===== config.mk =====
export PLATFORM = sky130hd
export DESIGN_NAME = wb_bus_arbiter
export DESIGN_NICKNAME = d
export VERILOG_FILES = /design/src/rtl/wb_arb_pkg.sv /design/src/rtl/mux4to1_16bit.sv /design/src/rtl/rr_pick4.sv /design/src/rtl/wb_bus_arbiter.sv
export SDC_FILE = /design/constraint.sdc
export NUM_CORES = 1
export LEC_CHECK = 0
export CORE_UTILIZATION = 44
export DETAILED_ROUTE_END_ITERATION = 10
export DONT_BUFFER_PORTS = 1
export SLEW_MARGIN = 20
export SYNTH_ARGS = -nofsm -noshare
export SYNTH_HDL_FRONTEND = slang
export SYNTH_SLANG_ARGS = --single-unit

===== constraint.sdc =====
create_clock -name clk -period 2.7 [get_ports clk]
set_input_delay 0.405 -clock clk [delete_from_list [all_inputs] [get_ports clk]]
set_output_delay 0.405 -clock clk [all_outputs]
set_load 0.03 [all_outputs]

===== src/rtl/wb_arb_pkg.sv =====
// Shared constants and types for the writeback bus arbiter.
// Imported by the picker, the mux wrapper and the arbiter top.
package wb_arb_pkg;

    localparam int NUM_REQ = 4;
    localparam int DATA_W  = 16;
    localparam int SEL_W   = 3;

    typedef enum logic {
        IDLE = 1'b0,
        HOLD = 1'b1
    } wb_arb_state_t;

    localparam logic [SEL_W-1:0] SEL_IN0 = 3'b000;
    localparam logic [SEL_W-1:0] SEL_IN1 = 3'b001;
    localparam logic [SEL_W-1:0] SEL_IN2 = 3'b010;
    localparam logic [SEL_W-1:0] SEL_IN3 = 3'b011;

endpackage


===== src/rtl/mux4to1_16bit.sv =====
// Existing 4:1 16-bit word mux with a 3-bit select.
// Unused select codes return zero.
module mux4to1_16bit
    import wb_arb_pkg::*;
(
    input  logic [SEL_W-1:0] sel,
    input  logic [15:0]      in0,
    input  logic [15:0]      in1,
    input  logic [15:0]      in2,
    input  logic [15:0]      in3,
    output logic [15:0]      out
);

    always_comb begin
        out = '0;
        case (sel)
            SEL_IN0: out = in0;
            SEL_IN1: out = in1;
            SEL_IN2: out = in2;
            SEL_IN3: out = in3;
            default: out = '0;
        endcase
    end

endmodule


===== src/rtl/rr_pick4.sv =====
// Combinational 4-way round-robin picker.
// Searches req starting at ptr, wrapping 3 -> 0.
module rr_pick4
    import wb_arb_pkg::*;
(
    input  logic [3:0] req,
    input  logic [1:0] ptr,
    output logic       any,
    output logic [1:0] winner,
    output logic [3:0] onehot
);

    logic [1:0] idx;

    always_comb begin
        any    = 1'b0;
        winner = 2'd0;
        idx    = 2'd0;
        for (int i = 0; i < NUM_REQ; i++) begin
            idx = ptr + 2'(i);
            if (!any && req[idx]) begin
                any    = 1'b1;
                winner = idx;
            end
        end
        onehot = any ? (4'b0001 << winner) : 4'b0000;
    end

endmodule


===== src/rtl/wb_bus_arbiter.sv =====
// Round-robin arbiter and output register for the writeback bus.
// Grants one of four sources per cycle into a valid/ready output.
module wb_bus_arbiter
    import wb_arb_pkg::*;
#(
    parameter int DATA_W  = wb_arb_pkg::DATA_W,
    parameter int NUM_REQ = wb_arb_pkg::NUM_REQ
) (
    input  logic              clk,
    input  logic              reset,
    input  logic [3:0]        req,
    input  logic [DATA_W-1:0] in0,
    input  logic [DATA_W-1:0] in1,
    input  logic [DATA_W-1:0] in2,
    input  logic [DATA_W-1:0] in3,
    output logic [3:0]        gnt,
    output logic [SEL_W-1:0]  sel,
    output logic [DATA_W-1:0] out_data,
    output logic              out_valid,
    input  logic              out_ready
);

    wb_arb_state_t state;
    logic [1:0]    ptr;
    logic          any;
    logic [1:0]    winner;
    logic [3:0]    onehot;
    logic          load;
    logic [15:0]   mux_out;

    rr_pick4 u_pick (
        .req    (req),
        .ptr    (ptr),
        .any    (any),
        .winner (winner),
        .onehot (onehot)
    );

    mux4to1_16bit u_mux (
        .sel (sel),
        .in0 (in0),
        .in1 (in1),
        .in2 (in2),
        .in3 (in3),
        .out (mux_out)
    );

    // Reset suppresses load so no grant escapes in the reset cycle.
    assign load = !reset && any && (state == IDLE || out_ready);
    assign gnt  = load ? onehot : 4'b0000;
    assign sel  = load ? {1'b0, winner} : SEL_IN0;

    always_ff @(posedge clk) begin
        if (reset) begin
            state     <= IDLE;
            ptr       <= 2'd0;
            out_data  <= '0;
            out_valid <= 1'b0;
        end else if (load) begin
            state     <= HOLD;
            ptr       <= winner + 2'd1;
            out_data  <= mux_out;
            out_valid <= 1'b1;
        end else if (state == HOLD && out_ready) begin
            state     <= IDLE;
            out_valid <= 1'b0;
        end
    end

endmodule


==> Yosys cells after proc, flatten, opt, wreduce, memory -nomap -nowiden <==
Index checks and enable logic that the tools add are counted.
W data, S select, Z words.
{ "word_totals": {"inputBits": 71, "wordCells": 51, "out_inout_bits": 24, "register_bits": 19} }
{ "classes": {"n_reduce_logical": 13, "n_mux": 22, "order_cmp": 4, "bitwise": 1, "eq_ne": 3, "n_shift": 1, "addsub": 4} }
{ "op_table": {"columns": ["op", "count"], "rows": [
  ["$pmux W16 S4", 1],
  ["$lt A2 B3 Y1 const B", 4],
  ["$mux W1", 10],
  ["$mux W2", 5],
  ["$bmux W1 S2", 4],
  ["$mux W4", 2],
  ["$logic_and A1 B1 Y1", 6],
  ["$add A2 B1 Y2 const B", 2],
  ["$add A2 B2 Y2 const B", 2],
  ["$eq A2 B2 Y1 const B", 2],
  ["$logic_not A1 Y1", 4],
  ["$shl A1 B2 Y4 const A", 1],
  ["$logic_not A3 Y1", 1],
  ["$eq A2 B1 Y1 const B", 1],
  ["$reduce_bool A2 Y1", 1],
  ["$logic_or A1 B1 Y1", 1],
  ["$not A1 Y1", 1]
]} }

==> Longest topological paths before layout <==
Gate-level depths: netlist of run 1.
{ "depth": {"word_depth": 17, "ltp_mapped": 9, "mapped_depth_nobuf": 6} }

==> Modules after synthesis <==
A second synthesis of run 1 with hierarchy kept.
{ "hier_totals": {"cells_unflattened": 168, "area_unflattened_um2": 1569.0} }
{ "by_module_without_submodules": {"columns": ["module", "cells_each", "area_per_inst_um2", "seq_area_each_um2", "instances"], "rows": [
  ["wb_bus_arbiter", 78, 879.6, 380.4, 1],
  ["mux4to1_16bit", 58, 506.7, 0.0, 1],
  ["rr_pick4", 32, 182.7, 0.0, 1]
]} }

==> Least setup slack after synthesis of run 1 <==
Ideal clock, no wire load.
{ "synth_timing": {"path_type": "register to output", "start": "reg ptr[1]", "end": "out gnt[1]", "path_slack_ps": 527, "stages_incl_launch_ff": 10, "arrival_time_ps": 1768, "n_path_buf": 3, "t_required_ps": 2295, "path_cell_list": "dfxtp_1 -> buf_2 -> nand2_2 -> and3_1 -> o32a_1 -> buf_6 -> buf_12 -> inv_1 -> ha_1 -> and2_1"} }
{ "synth_via": {"elab_chain_cells": 15, "word_cells_on_any_way": 30, "classes_between": "add/sub (3); shift (1); mux (18); reduce/logical (8)"} }
{ "synth_rtl": {"columns": ["element", "line_no", "text"], "rows": [
  ["start: declaration", "wb_bus_arbiter.sv:24", "logic [1:0] ptr;"],
  ["start signal: assignment", "wb_bus_arbiter.sv:61", "ptr <= winner + 2'd1;"],
  ["parallel branches: the longest is 14 deep, another holds $add A2 B1 Y2", null, null],
  ["$mux W4 (*)", "wb_bus_arbiter.sv:50", "assign gnt = load ? onehot : 4'b0000;"],
  ["end: declaration", "wb_bus_arbiter.sv:16", "output logic [3:0] gnt,"]
]} }
Every way passes the cells marked *. The select of a mux whose other input is x is not followed.

==> Final worst setup path of run 1 <==
{ "layout_timing": {"start": "reg ptr[1]", "end": "out gnt[2]"} }
The elaborated chain is that of the path after synthesis.

==> results.txt, run 1 <==
fmax: 401 MHz
Crit Path Category: flop to primary output
worst-path maximum fanout: 11
commonest cells after routing, fill and taps aside: nor2b_1, inv_1, dfxtp_1
ANT cells: 0
yosys synthesis warning count: 0
post-route ant nets: 0
core area: 3340 um2
Worst R2R Setup Slack: 800 ps
Power Density: 757 nW/um2
maxcap violations: 0
Arr. time, crit path: 2090 ps
drt wl/cell: 16.4 um
Critical Path Sink Type: primary output
Routed WL: 3830 um
LEAKAGE: 0.646 nW
Reg2Reg Launch Point: ptr[1]
vias in the first global route: 1251
most common cell after layout, fill and taps aside: nor2b_1
first-pass GRT wire length: 5560 um
hold_sp: reset
Die Wd: 60.9 um
sequential fraction of the synthesis area: 24.9%
status: finished clean
Die H: 60.9 um
DR vias/cell: 6.00
via count: 1399
clk slew on worst S/H paths: 110 ps
root buffer cell: clkbuf_4
Placed Instances: 229
initial drt markers: 61
area leader, netlist: dfxtp_1
Finish-stage setup viols: 0
antenna violations before repair: 0
worst rel slew slack: 50.5%
Synth top area share: 24.9%
Total GRT Usage: 20.2%
Synth Register Bits: 19
Startpoint Class: flop
Final Hold Vio Count: 0
Final Max Slew Viols: 0
reg2reg path depth: 5
I/O Buffers: 0
worst hold path depth: 1
dpl hpwl: 2770 um
Synth Cell Area: 1530 um2
share of layout cells above drive strength 1: 8.56%
Synth Area per Inst: 7.95 um2
RSZ-0062 raised after global routing: false
CP Data Required Time: 2300 ps
Util after Layout: 47.3%
TritonCTS Buffers: 3
number of remaining DRC errors: 0
skew final: 4.05 ps
synthesized instance count: 192
WHS: 171 ps
Clk Latency, worst-skew pair: 290 ps
top cells by area, synth: dfxtp_1, nor2b_1, mux2i_1
Final nets: 263
CTS Buffer Depth: 2
Distinct cells, synth: 34
Area growth, synth to finish: 3.36%
die area: 3710 um2
num ports: 95
Rows: 21
H-tree levels: 1
maximum vdd ir drop: 0.331 mV
Tmin final: 2490 ps
routability-driven placement congestion ratio: 0.678
Period Utilization, post-route: 92.3%
CTS Sinks: 19
syn_nets: 267
Worst Setup SP: ptr[1]
worst min-delay path class: input port to flop
TritonCTS clock tree: built
gr ovfl total: 0
Initial Utilization: 45.7%
Non-Filler Instances: 233
final setup TNS: 0 ps
Tightest Pin Transition: 743 ps
largest net degree at the start of global routing: 32
DRT Pass-1 Iters: 4
[through the flow]
step | power, W | setup slack (ps) | cell area [um2]
after floorplan | 0.000971 | 527 | 1530
after global placement | 0.00103 | 577 | 1550
after detailed placement | 0.00105 | 412 | 1550
after CTS | 0.00120 | 59.8 | 1570
after global routing | 0.00128 | 55.3 | 1580
final | 0.00119 | 209 | 1580
[metal layers]
metal  share of wire, %  up-vias  GRT usage [%]
li1                   -      675              -
met1                 44      667           26.1
met2                 50       55           34.2
met3                5.2        2           2.35
met4               0.55        0           7.79
met5                  0        -              0
[critical path: stages (launching register included)]
cell and delay, ps:
dfxtp_1 500, nand2_2 100, and3_1 200, o32a_1 360, buf_4 210, ha_1 190
and2_1 240
[layout make-up]
type | count | area (um2)
fill | 350 | 1760
multi-input combinational | 137 | 990
sequential | 19 | 380
inverter | 21 | 78.8
tap | 46 | 57.6
timing repair buffer | 6 | 45.0
clock buffer | 4 | 26.3
[state kept, by name, indices dropped and copies added (netlist names)]
signal,cells
out_data,16
state,1
ptr,2
[final timing paths]
path	endpoint
hold / removal	state
setup / recovery	gnt[2]
setup reg to reg	out_data[4]
hold reg to reg	ptr[0]
[cells in the mapped netlist]
| library cell | n |
|---|---|
| nand2b_1 | 5 |
| o21ai_0 | 17 |
| o22ai_1 | 1 |
| and3_1 | 1 |
| nor4_2 | 1 |
| mux2i_1 | 17 |
| o21ai_1 | 1 |
| buf_6 | 1 |
| inv_1 | 21 |
| and2_1 | 5 |
| o211a_1 | 1 |
| a32o_1 | 1 |
| buf_2 | 2 |
| nor2b_1 | 33 |
| nor3b_2 | 1 |
| nor4_1 | 1 |
| and2_2 | 1 |
| o32a_1 | 1 |
| nand2_2 | 1 |
| nand2_1 | 1 |
| dfxtp_1 | 19 |
| conb_1 | 1 |
| buf_12 | 1 |
| nor3_2 | 1 |
| or2_2 | 1 |
| clkbuf_1 | 9 |
| o221ai_1 | 16 |
| a21oi_1 | 4 |
| o21bai_1 | 1 |
| nor2_1 | 3 |
| buf_4 | 2 |
| a31oi_1 | 16 |
| ha_1 | 4 |
| o31ai_1 | 1 |
[where the power goes]
part,leakage (nW),internal [W],switching [W]
registers,0.159,0.000365,0.000211
clock network,0.0150,0.0000574,0.0000897
logic,0.472,0.000214,0.000257
[what timing repair did]
action                                  CTS  global route
hold buffers                              0             0
gates resized for setup                   0             1
buffers inserted                          0             0
endpoints found under the setup margin    0             4
[kinds of logic (layout without fill, tap and decap cells)]
group	count (synthesis)	in the layout	share of synthesized area [%]
AOI/OAI and AO/OA	60	60	26.3
and+or+nand+nor	55	55	23.0
buffers and inverters	36	31	11.1
DFF	19	19	24.9
muxes	17	17	11.1
adders and majority gates	4	4	3.28
other	1	1	0.246
Power figures use the tool's default switching activity.
==> run 2: changes to the inputs <==
--- a/config.mk
+++ b/config.mk
@@ -8,7 +8,10 @@
 export CORE_UTILIZATION = 44
 export DETAILED_ROUTE_END_ITERATION = 10
 export DONT_BUFFER_PORTS = 1
+export PLACE_DENSITY_LB_ADDON = 0.2
+export REMOVE_ABC_BUFFERS = 1
 export SLEW_MARGIN = 20
 export SYNTH_ARGS = -nofsm -noshare
 export SYNTH_HDL_FRONTEND = slang
+export SYNTH_HIERARCHICAL = 1
 export SYNTH_SLANG_ARGS = --single-unit
==> run 2 against run 1 <==
  * Power fell by 26%
  * Sequential power shrank 29%
  * Critical endpoint is now out_data[9]
  * Non-clock buffer count is 2 lower
  * First-iteration DRC count down 6.6%
  * Combinational power is 31% lower
  * Cell count is 10% lower
  * Routed wire length down 12%
  * Area after synthesis rose by 2.8%
==> results.txt, run 2 <==
ANT cells: 0 (unchanged)
via count: 1191 (was 1399)
drt wl/cell: 16.2 um (was 16.4 um)
Setup Buffers After CTS: 0 (unchanged)
Synth Cell Area: 1570 um2 (was 1530 um2)
post-route setup slack: 342 ps (was 209 ps)
Initial Utilization: 46.7% (was 45.7%)
Largest regs: out_data x16, ptr x2, state x1 (unchanged)
Clk Latency, worst-skew pair: 300 ps (was 290 ps)
area leader, netlist: dfxtp_1 (unchanged)
die area: 3810 um2 (was 3710 um2)
number of remaining DRC errors: 0 (unchanged)
TritonCTS clock tree: built (unchanged)
Final nets: 235 (was 263)
Period Utilization, post-route: 87.3% (was 92.3%)
I/O Buffers: 0 (unchanged)
Routed WL: 3390 um (was 3830 um)
Post-synth EDFFs: 0 (unchanged)
worst-path maximum fanout: 27 (was 11)
antenna violations before repair: 0 (unchanged)
hold buffer count at CTS: 0 (unchanged)
Reg with most FFs: out_data (unchanged)
Synth top area share: 24.2% (was 24.9%)
top cells by area, synth: dfxtp_1, mux2i_1, mux2_4 (was dfxtp_1, nor2b_1, mux2i_1)
top-count cell post-synth: mux2i_1 (was nor2b_1)
CP Data Required Time: 2900 ps (was 2300 ps)
area of the multi-input gates: 1040 um2 (was 990 um2)
Rows: 21 (unchanged)
routability-driven placement congestion ratio: 0.769 (was 0.678)
first-pass GRT wire length: 4920 um (was 5560 um)
Final Hold Vio Count: 0 (unchanged)
most frequent cells after synthesis: mux2i_1, dfxtp_1, nor2b_1 (was nor2b_1, inv_1, dfxtp_1)
cts repair resizes: 0 (unchanged)
commonest cells after routing, fill and taps aside: mux2i_1, dfxtp_1, nor2b_1 (was nor2b_1, inv_1, dfxtp_1)
Fill cells: 364 (was 350)
Crit Path Category: flop to flop (was flop to primary output)
largest net degree at the start of global routing: 28 (was 32)
Power Density: 556 nW/um2 (was 757 nW/um2)
pre-CTS WS: 349 ps (was 412 ps)
Critical Path Sink Type: flop (was primary output)
Die Wd: 61.7 um (was 60.9 um)
Distinct cells, synth: 31 (was 34)
num ports: 95 (unchanged)
gr ovfl total: 0 (unchanged)
post-route design area: 1590 um2 (was 1580 um2)
sequential fraction of the synthesis area: 24.2% (was 24.9%)
post-route ant nets: 0 (unchanged)
Synth Area per Inst: 9.34 um2 (was 7.95 um2)
Tmin final: 2360 ps (was 2490 ps)
Tightest Pin Transition: 658 ps (was 743 ps)
initial drt markers: 57 (was 61)
maxcap violations: 0 (unchanged)
TritonCTS Buffers: 3 (unchanged)
Synth Register Bits: 19 (unchanged)
worst min-delay path class: input port to flop (unchanged)
H-tree levels: 1 (unchanged)
fmax: 424 MHz (was 401 MHz)
Final Max Slew Viols: 0 (unchanged)
Startpoint Class: flop (unchanged)
CTS Sinks: 19 (unchanged)
vias in the first global route: 1057 (was 1251)
DR vias/cell: 5.70 (was 6.00)
area post-placement: 1560 um2 (was 1550 um2)
FF/Latch Area: 380 um2 (unchanged)
Non-Filler Instances: 209 (was 233)
dpl hpwl: 2450 um (was 2770 um)
Die H: 61.7 um (was 60.9 um)
clk slew on worst S/H paths: 120 ps (was 110 ps)
Area growth, synth to finish: 1.04% (was 3.36%)
RSZ-0062 raised after global routing: false (unchanged)
most common cell after layout, fill and taps aside: mux2i_1 (was nor2b_1)
Arr. time, crit path: 2560 ps (was 2090 ps)
Tot Pwr: 0.000882 W (was 0.00119 W)
Top FF cell, synth: dfxtp_1 (unchanged)
DRT Pass-1 Iters: 4 (unchanged)
Total GRT Usage: 17.6% (was 20.2%)
max reg flops: 16 (unchanged)
synthesized instance count: 168 (was 192)
WHS: 156 ps (was 171 ps)
Placed Instances: 205 (was 229)
CTS Buffer Depth: 2 (unchanged)
root buffer cell: clkbuf_4 (unchanged)
yosys synthesis warning count: 6 (was 0)
Finish-stage setup viols: 0 (unchanged)
status: finished clean (unchanged)
worst rel slew slack: 56.2% (was 50.5%)
skew final: 0.552 ps (was 4.05 ps)
LEAKAGE: 0.631 nW (was 0.646 nW)
core area: 3360 um2 (was 3340 um2)
Post-synth ARST share: 0% (unchanged)
maximum vdd ir drop: 0.230 mV (was 0.331 mV)
share of layout cells above drive strength 1: 18.4% (was 8.56%)
## run 2: changes by cell type after synthesis, sizes merged, moves of 3 or more
cell    before  now
buf          6   14
clkbuf       9    1
nor2         3   11
a31oi       16    0
a21oi        4    7
nor2b       33   17
o221ai      16    0
mux2         0   16
o22ai        1   16
ha           4    0
mux2i       17   33
and2         6    0
o21ai       18    3
inv         21   11
## run 2: cells by family after synthesis
group                     after synthesis  synth area share (%)
muxes                                  49                  35.6
other                                   1                 0.239
xor gates and xnor gates                1                 0.558
buffers and inverters                  26                  10.7
AOI/OAI and AO/OA                      32                  13.4
DFF                                    19                  24.2
and+or+nand+nor                        40                  15.2
## run 2: final cells by class
| class | count | area share, % |
|---|---|---|
| Sequential cell | 19 | 24.0 |
| Clock buffer | 3 | 1.42 |
| Tap cell | 46 | 3.63 |
| Inverter | 11 | 2.60 |
| Multi-Input combinational cell | 125 | 65.4 |
| Clock inverter | 1 | 0.316 |
| Timing Repair Buffer | 4 | 2.68 |
## run 2: report_power, final
part           switching (W)  total (W)  internal [W]
combinational       0.000160   0.000326      0.000165
clock              0.0000946   0.000150     0.0000551
sequential         0.0000915   0.000407      0.000315
## run 2: path summary, 6_finish.rpt
kind | start | to | cells after the start | slack (ps)
max | ptr[0] | out_data[9] | 9 | 340
min | reset | state | 1 | 160
max reg2reg | ptr[0] | out_data[9] | 9 | 340
min reg2reg | ptr[0] | ptr[0] | 2 | 620
## run 2: through the flow
step,TNS [ps],utilization (%)
6_report,0,47.1
5_1_grt,0,47.1
4_1_cts,0,47.1
3_5_place_dp,0,46.3
3_3_place_gp,0,46.3
2_1_floorplan,-23140,-
## run 2: worst max-delay path, cell delays in order (launching register included)
cell and delay (ps):
dfxtp_1 470, nand2b_2 200, a21oi_1 80, a211oi_2 350, inv_1 130, nor2_4 150
buf_12 240, mux2i_1 230, o22ai_1 110, mux2_4 290
## run 2: metal layers
metal | global-route usage, % | wire length, um | up-vias
met5 | 0 | 0 | -
met4 | 6.67 | 19 | 0
met3 | 3.73 | 241 | 2
met2 | 29.0 | 1680 | 48
met1 | 22.5 | 1450 | 559
li1 | - | - | 582
==> run 3: changes to the inputs <==
--- a/config.mk
+++ b/config.mk
@@ -5,10 +5,12 @@
 export SDC_FILE = /design/constraint.sdc
 export NUM_CORES = 1
 export LEC_CHECK = 0
+export ABC_AREA = 1
 export CORE_UTILIZATION = 44
 export DETAILED_ROUTE_END_ITERATION = 10
 export DONT_BUFFER_PORTS = 1
 export PLACE_DENSITY_LB_ADDON = 0.2
+export RECOVER_POWER = 25
 export REMOVE_ABC_BUFFERS = 1
 export SLEW_MARGIN = 20
 export SYNTH_ARGS = -nofsm -noshare
==> run 3 against run 2 <==
  * Global-route usage grew 3.3 points
  * Count of clock-buffer cells in the layout up 1
  * Design area rose by 32%
  * Power increased by 140%
  * Clock power increased by 33%
  * Critical path type is now flop to primary output
  * Die area grew 25%
  * Routed wire length grew 45%
  * Critical path depth rose by 5
  * Maximum frequency decreased by 7.6%
  * Largest cell class unchanged
==> results.txt, run 3 <==
Post-Synth Simple-Gate Area: 57.5% (was 15.2%)
Routed WL: 4890 um (was 3390 um)
I/O Buffers: 0 (unchanged)
FF/Latch Area: 385 um2 (was 380 um2)
Die H: 68.9 um (was 61.7 um)
top sig layer: met4 (unchanged)
Tmin final: 2550 ps (was 2360 ps)
worst-path maximum fanout: 17 (was 27)
area of the multi-input gates: 1180 um2 (was 1040 um2)
Clk Latency, worst-skew pair: 260 ps (was 300 ps)
Final nets: 432 (was 235)
Worst Setup SP: ptr[0] (unchanged)
synthesized instance count: 354 (was 168)
Synth Register Bits: 19 (unchanged)
worst min-delay path class: input port to flop (unchanged)
fmax: 392 MHz (was 424 MHz)
Reg2Reg Launch Point: ptr[0] (unchanged)
CP Data Required Time: 2300 ps (was 2900 ps)
via count: 1971 (was 1191)
vias in the first global route: 1784 (was 1057)
core area: 4140 um2 (was 3360 um2)
Area growth, synth to finish: 6.04% (was 1.04%)
sequential fraction of the synthesis area: 19.3% (was 24.2%)
max reg flops: 16 (unchanged)
Die Wd: 68.9 um (was 61.7 um)
Distinct cells, synth: 23 (was 31)
Startpoint Class: flop (unchanged)
top cells by area, synth: dfxtp_1, nand3_1, nand2_1 (was dfxtp_1, mux2i_1, mux2_4)
LEAKAGE: 1.27 nW (was 0.631 nW)
initial drt markers: 73 (was 57)
H-tree levels: 1 (unchanged)
drt wl/cell: 11.9 um (was 16.2 um)
post-route ant nets: 0 (unchanged)
maximum vdd ir drop: 0.419 mV (was 0.230 mV)
number of remaining DRC errors: 0 (unchanged)
area leader, netlist: dfxtp_1 (unchanged)
antenna violations before repair: 0 (unchanged)
WHS: 213 ps (was 156 ps)
first-pass GRT wire length: 7510 um (was 4920 um)
Tightest Pin Transition: 603 ps (was 658 ps)
top-count cell post-synth: nand2_1 (was mux2i_1)
Rows: 23 (was 21)
Arr. time, crit path: 2150 ps (was 2560 ps)
proportion of synthesized area in mux cells: 0% (was 35.6%)
hold buffer count at CTS: 0 (unchanged)
largest net degree at the start of global routing: 33 (was 28)
skew final: 4.45 ps (was 0.552 ps)
num ports: 95 (unchanged)
TritonCTS clock tree: built (unchanged)
routability-driven placement congestion ratio: 0.811 (was 0.769)
Initial Utilization: 47.5% (was 46.7%)
die area: 4740 um2 (was 3810 um2)
share of layout cells above drive strength 1: 15.3% (was 18.4%)
maxcap violations: 0 (unchanged)
Synth top area share: 19.3% (was 24.2%)
worst rel slew slack: 59.8% (was 56.2%)
FF-to-FF End: out_data[8] (was out_data[9])
wire length on met1: 2230 um (was 1450 um)
ANT cells: 0 (unchanged)
Power Density: 1030 nW/um2 (was 556 nW/um2)
Synth Area in Compound Gates: 1.02% (was 13.4%)
Crit Path Category: flop to primary output (was flop to flop)
Total GRT Usage: 20.9% (was 17.6%)
largest family of logic cells by synthesized area: simple AND/OR/NAND/NOR gates (was multiplexers)
Synth Area in XOR/XNOR: 0% (was 0.558%)
yosys synthesis warning count: 6 (unchanged)
CP endpoint: sel[0] (was out_data[9])
Post-synth EDFFs: 0 (unchanged)
Post-synth ARST share: 0% (unchanged)
Fill cells: 483 (was 364)
adder-cell share of the synthesized area: 0% (unchanged)
commonest cells after routing, fill and taps aside: nand2_1, nand3_1, inv_1 (was mux2i_1, dfxtp_1, nor2b_1)
clk slew on worst S/H paths: 70 ps (was 120 ps)
pre-CTS WS: 51.0 ps (was 349 ps)
Finish-stage setup viols: 0 (unchanged)
DRT Pass-1 Iters: 4 (unchanged)
Final Hold Vio Count: 0 (unchanged)
met3 WL: 319 um (was 241 um)
Critical Path Sink Type: primary output (was flop)
Final Max Slew Viols: 0 (unchanged)
CTS Sinks: 19 (unchanged)
Largest regs: out_data x16, ptr x2, state x1 (unchanged)
Synth Area per Inst: 5.56 um2 (was 9.34 um2)
most common cell after layout, fill and taps aside: nand2_1 (was mux2i_1)
TritonCTS Buffers: 3 (unchanged)
status: finished clean (unchanged)
reg2reg path depth: 19 (was 9)
Worst R2R Setup Slack: 320 ps (was 340 ps)
DR vias/cell: 4.81 (was 5.70)
most frequent cells after synthesis: nand2_1, nand3_1, inv_1 (was mux2i_1, dfxtp_1, nor2b_1)
gr ovfl total: 0 (unchanged)
Reg with most FFs: out_data (unchanged)
root buffer cell: clkbuf_8 (was clkbuf_4)
met2 WL: 2310 um (was 1680 um)
post-route setup slack: 147 ps (was 342 ps)
Period Utilization, post-route: 94.6% (was 87.3%)
dpl hpwl: 3740 um (was 2450 um)
Top FF cell, synth: dfxtp_1 (unchanged)
Synth Cell Area: 1970 um2 (was 1570 um2)
CTS Buffer Depth: 2 (unchanged)
run 3: kinds of logic after synthesis:
group | Yosys count
and+or+nand+nor | 240
buffers and inverters | 90
DFF | 19
AOI/OAI and AO/OA | 4
other | 1
run 3: critical path, stage by stage (launching register included):
cell and delay (ps):
dfxtp_4 380, buf_4 160, nand2_2 90, nand2_4 80
nand2_1 60, nand2_1 70, nand2_1 90, nand2_1 80
nand2_2 80, nand3_2 110, inv_2 90, nand3_1 120
inv_2 160, buf_12 160, buf_4 160
run 3: worst min-delay path by stage:
stage | start | endpoint | depth (start not counted)
global placement | reset | state | 1
finish | reset | state | 1
CTS | reset | state | 1
detailed placement | reset | state | 1
floorplan | reset | state | 1
global route | reset | state | 1
run 3: routing by layer:
metal / vias up / GRT usage (%)
met1: 823 / 23.9
met4: 0 / 4.59
met3: 4 / 4.11
li1: 1071 / -
met2: 73 / 39.2
met5: - / 0
run 3: timing repair:
action	4_1_cts	5_1_grt
gates cloned	0	1
pin swaps	0	1
setup endpoints to repair	2	21
setup buffers	0	2
resized for setup	2	8
run 3: final cells by class:
cell class	count	area share, %
clock buffers	4	2.16
repair buffers	16	6.18
multi-input cells	248	56.6
inverters	73	13.6
flip-flops and latches	19	18.5
well taps	50	3.00
run 3: power by group:
part / leakage, nW / internal [W] / total (W) / switching (W)
Combinational: 1.09 / 0.000457 / 0.00133 / 0.000875
Sequential: 0.157 / 0.000376 / 0.000607 / 0.000231
Clock: 0.0228 / 0.000105 / 0.000200 / 0.0000953
run 3: through the flow:
stage | setup TNS (ps) | util [%] | std cells | instance area (um2) | total power [W]
finish | 0 | 50.4 | 410 | 2090 | 0.00214
global route | -1.50 | 50.4 | 410 | 2090 | 0.00233
detailed placement | 0 | 48.4 | 403 | 2010 | 0.00190
global placement | 0 | 48.4 | 403 | 2010 | 0.00187
CTS | 0 | 49.5 | 407 | 2050 | 0.00210
floorplan | -14310 | - | 339 | 1830 | 0.00156
